===== src/rtl/alu_pkg.sv =====
// Shared ALU operation encodings, main-control class codes and supported
// R-type function codes for the MIPS execute-stage ALU control.
package alu_pkg;

  typedef enum logic [3:0] {
    ALU_AND     = 4'b0000,
    ALU_OR      = 4'b0001,
    ALU_ADD     = 4'b0010,
    ALU_SUB     = 4'b0110,
    ALU_SLT     = 4'b0111,
    ALU_NOR     = 4'b1100,
    ALU_INVALID = 4'b1111
  } alu_oper_e;

  localparam logic [1:0] ALUOP_LWSW  = 2'b00;
  localparam logic [1:0] ALUOP_BEQ   = 2'b01;
  localparam logic [1:0] ALUOP_RTYPE = 2'b10;

  localparam logic [3:0] FUNCT_ADD = 4'b0000;
  localparam logic [3:0] FUNCT_SUB = 4'b0010;
  localparam logic [3:0] FUNCT_AND = 4'b0100;
  localparam logic [3:0] FUNCT_OR  = 4'b0101;
  localparam logic [3:0] FUNCT_SLT = 4'b1010;
  localparam logic [3:0] FUNCT_NOR = 4'b0111;

endpackage


===== src/rtl/alu_control_decode.sv =====
// Combinational mapping of main-control ALU class and R-type funct field
// onto the ALU operation select, flagging unsupported function codes.
module alu_control_decode
  import alu_pkg::*;
(
  input  logic [1:0] alu_op_i,
  input  logic [5:0] funct_field_i,
  output alu_oper_e  operation_o,
  output logic       illegal_o
);

  // Only funct[3:0] distinguishes the supported R-type operations.
  logic unused_funct_hi;
  assign unused_funct_hi = ^funct_field_i[5:4];

  always_comb begin
    operation_o = ALU_INVALID;
    illegal_o   = 1'b1;
    case (alu_op_i)
      ALUOP_LWSW: begin
        operation_o = ALU_ADD;
        illegal_o   = 1'b0;
      end
      ALUOP_BEQ, 2'b11: begin
        operation_o = ALU_SUB;
        illegal_o   = 1'b0;
      end
      ALUOP_RTYPE: begin
        // Unknown or X funct bits match no item and fall to INVALID.
        illegal_o = 1'b0;
        case (funct_field_i[3:0])
          FUNCT_ADD: operation_o = ALU_ADD;
          FUNCT_SUB: operation_o = ALU_SUB;
          FUNCT_AND: operation_o = ALU_AND;
          FUNCT_OR:  operation_o = ALU_OR;
          FUNCT_SLT: operation_o = ALU_SLT;
          FUNCT_NOR: operation_o = ALU_NOR;
          default: begin
            operation_o = ALU_INVALID;
            illegal_o   = 1'b1;
          end
        endcase
      end
      default: begin
        operation_o = ALU_INVALID;
        illegal_o   = 1'b1;
      end
    endcase
  end

endmodule


===== src/rtl/alu_control.sv =====
// ALU control for the MIPS execute stage: combinational decode followed by
// one register stage; result holds while valid_i is low.
module alu_control
  import alu_pkg::*;
(
  input  logic       clk_i,
  input  logic       rst_n_i,
  input  logic       valid_i,
  input  logic [1:0] alu_op_i,
  input  logic [5:0] funct_field_i,
  output logic [3:0] operation_o,
  output logic       valid_o,
  output logic       illegal_o
);

  alu_oper_e operation_d, operation_q;
  logic      illegal_d, illegal_q;
  logic      valid_q;

  alu_control_decode u_decode (
    .alu_op_i      (alu_op_i),
    .funct_field_i (funct_field_i),
    .operation_o   (operation_d),
    .illegal_o     (illegal_d)
  );

  always_ff @(posedge clk_i or negedge rst_n_i) begin
    if (!rst_n_i) begin
      operation_q <= ALU_ADD;
      illegal_q   <= 1'b0;
      valid_q     <= 1'b0;
    end else begin
      valid_q <= valid_i;
      if (valid_i) begin
        operation_q <= operation_d;
        illegal_q   <= illegal_d;
      end
    end
  end

  assign operation_o = operation_q;
  assign illegal_o   = illegal_q;
  assign valid_o     = valid_q;

endmodule


===== config.mk =====
export PLATFORM = sky130hd
export DESIGN_NAME = alu_control
export DESIGN_NICKNAME = d
export VERILOG_FILES = /design/src/rtl/alu_pkg.sv /design/src/rtl/alu_control_decode.sv /design/src/rtl/alu_control.sv
export SDC_FILE = /design/constraint.sdc
export NUM_CORES = 1
export LEC_CHECK = 0
export CORE_AREA = 3 3 40 42
export CTS_CLUSTER_DIAMETER = 120
export DETAILED_ROUTE_END_ITERATION = 6
export DIE_AREA = 0 0 43 45
export HOLD_SLACK_MARGIN = 0.12
export PLACE_DENSITY = 0.5
export SYNTH_ARGS = -nofsm -noshare
export SYNTH_HDL_FRONTEND = slang
export SYNTH_SLANG_ARGS = --single-unit

===== constraint.sdc =====
create_clock -name clk_i -period 0.8 [get_ports clk_i]
set_input_delay 0.12 -clock clk_i [delete_from_list [all_inputs] [get_ports clk_i]]
set_output_delay 0.12 -clock clk_i [all_outputs]
set_load 0.05 [all_outputs]

==> results.json <==
{
  "outcome": "finished, violations left",
  "violations": "setup timing",
  "cap_violations": 0,
  "synth_edf_count": 0,
  "cts_num_sinks": 6,
  "register_area_um2": 156,
  "synth_ff_type": "dfrtp_1",
  "initial_utilization_pct": 22.9,
  "rsz0062_at_grt": "yes",
  "grt_use_total_pct": 8.05,
  "synth-warning-count": 0,
  "finalCritPeriodShare_pct": 130,
  "grt_max_degree": 8,
  "critPathArrivalTime_ns": 0.92,
  "tightest_slew_ns": 0.253,
  "crit_chain": "buf_12",
  "syn_inst": 28,
  "wl_per_cell_um": 11.0,
  "slew_headroom_pct": 83.1,
  "setup_tns_ns": -0.898,
  "power.total_uw": 937,
  "syn_to_final_growth_pct": 101,
  "io_buffers": 14,
  "antenna_found_initial": 0,
  "finalSetupViolations": 7,
  "ctsHtreeMaxLevel": 1,
  "grt_pass1_wl_um": 1130,
  "timing_worst_setup_path_type": "reg -> out",
  "io_pins": 17,
  "synth_top_family_by_area": "compound AO/OA/AOI/OAI gates",
  "layout-drive-gt1-share_pct": 50.0,
  "coreArea_um2": 1280,
  "use_met2_pct": 14.4,
  "period_needed_ns": 1.04,
  "worstPathMaxFanout": 2,
  "synth_area_um2": 294,
  "die_h_um": 45,
  "cts_tree": "built",
  "grt_pass1_vias": 304,
  "hp-class": "in -> async",
  "layout.nets": 64,
  "grtUsageMet3_pct": 3.59,
  "placedCellCount": 61,
  "netlist_top_cells_area": "dfrtp_1 43%, dfstp_2 8.9%, nor2b_1 6.4%",
  "num_rows": 13,
  "rrSetupSlack_ns": -0.03,
  "cpPeakStageDelay_ns": 0.55,
  "cts.reportedPaths.clkPinSlew_ns": 0.05,
  "hold_viol_final": 0,
  "viasPerCell": 4.52,
  "cts_made_buffers": 3,
  "drtIter0Drc": 4,
  "layout.cells.non_filler": 67,
  "peakVddDrop_uv": 662,
  "grt_util_met1_pct": 7.39,
  "start_kind": "register",
  "final_common_cell": "buf_12",
  "crit_buf_inv": 1,
  "busiest_layer": "met2",
  "critPathCaptureType": "primary output",
  "die_w_um": 43,
  "async_flop_share_pct": 100,
  "grt_overflow": 0,
  "synth-seq-cells": 6,
  "synth_xor_area_share_pct": 0,
  "clock_latency_ns": 0.24,
  "critPathRequiredTime_ns": 0.68,
  "routed_wl_um": 736,
  "syn_nets": 39,
  "avgSynthCellArea_um2": 10.5,
  "synthMuxAreaShare_pct": 7.23,
  "drc": 0,
  "antenna_left": 0,
  "yosysTopAreaCellShare_pct": 42.6,
  "final_core_util_pct": 46.1,
  "gp_congestion": 0.791,
  "final_cell_mix": "6 x buf_12, 5 x buf_4, 4 x dfrtp_2, 4 x dlygate4sd2_1",
  "crit_family": "flip-flops",
  "root_buffer": "clkbuf_4",
  "drt_first_pass_iters": 2,
  "finalClockSkew_ns": 0,
  "yosysTopAreaCell": "dfrtp_1",
  "finalMaxSlewViolations": 0,
  "powerDensity_nw_per_um2": 1580,
  "multi_input_area_um2": 136,
  "routed-via-count": 303,
  "p_leak_uw": 0.000257,
  "die_area_um2": 1940,
  "synth-seq-area-share_pct": 51.5,
  "layout_setup_ws_ns": -0.239,
  "synth-simple-area-share_pct": 14.9,
  "antenna_cells": 0,
  "critPathSlowestCell": "dfstp_2",
  "synth_fa_ha_area_share_pct": 0,
  "fmax_ghz": 0.963,
  "synth_compound_area_share_pct": 21.3,
  "yosysUniqueCellTypes": 17,
  "fillers": 118,
  "clockBufferDepth": 2
}
## per-stage QoR
step	hold slack, ns	worst slack, ns	instance area (um^2)
after CTS	0.116	-0.251	582
after global routing	0.123	-0.259	592
after detailed placement	0.378	-0.466	548
after floorplan	-0.176	-0.100	299
after global placement	0.373	-0.458	548
final	0.107	-0.239	592
## state kept, by name (all words and copies together), names as in the netlist
signal	flops
operation_o	4
illegal_o	1
valid_o	1
## logic make-up (layout without fill, tap and decap cells)
family / after synthesis / after routing
muxes: 2 / 2
buffers and inverters: 4 / 28
and+or+nand+nor: 7 / 7
DFF: 6 / 6
AOI/OAI and AO/OA: 9 / 9
## routing by layer
metal	up-vias	part of all wire, %
met1	138	38
met3	0	10
li1	151	-
met5	-	0
met4	0	0
met2	14	51
## path summary, 6_finish.rpt
kind	from	end	cells after the start
max	operation_o[1]$_DFFE_PN1P_	operation_o[1]	1
min	rst_n_i	operation_o[2]$_DFFE_PN0P_	1
max reg2reg	operation_o[1]$_DFFE_PN1P_	operation_o[1]$_DFFE_PN1P_	2
min reg2reg	operation_o[3]$_DFFE_PN0P_	operation_o[3]$_DFFE_PN0P_	2
max in group asynchronous	rst_n_i	operation_o[1]$_DFFE_PN1P_	1
min in group clk_i	funct_field_i[2]	operation_o[3]$_DFFE_PN0P_	3
## layout make-up
cell class,instances,area share [%]
Clock buffer,4,4.44
Tap cell,15,3.17
Sequential cell,6,26.4
Inverter,4,2.54
Timing Repair Buffer,20,40.4
Multi-Input combinational cell,18,23.0
## synthesized netlist by cell type, types with 3 or more instances
cell type and number:
nor2b_1 3, o22ai_1 3, inv_1 4, dfrtp_1 5
## power by group
group          internal (uW)  switching [uW]  total [uW]
registers                329            20.9         350
logic                    148             139         287
clock network            189             111         300
total                    666             271         937
## repair_timing
action,CTS,global route
gates cloned,0,0
gates resized for setup,11,4
setup endpoints to repair,11,8
hold endpoints to repair,3,0
setup buffers,1,1
pin swaps,2,0
Power figures use the tool's default switching activity.
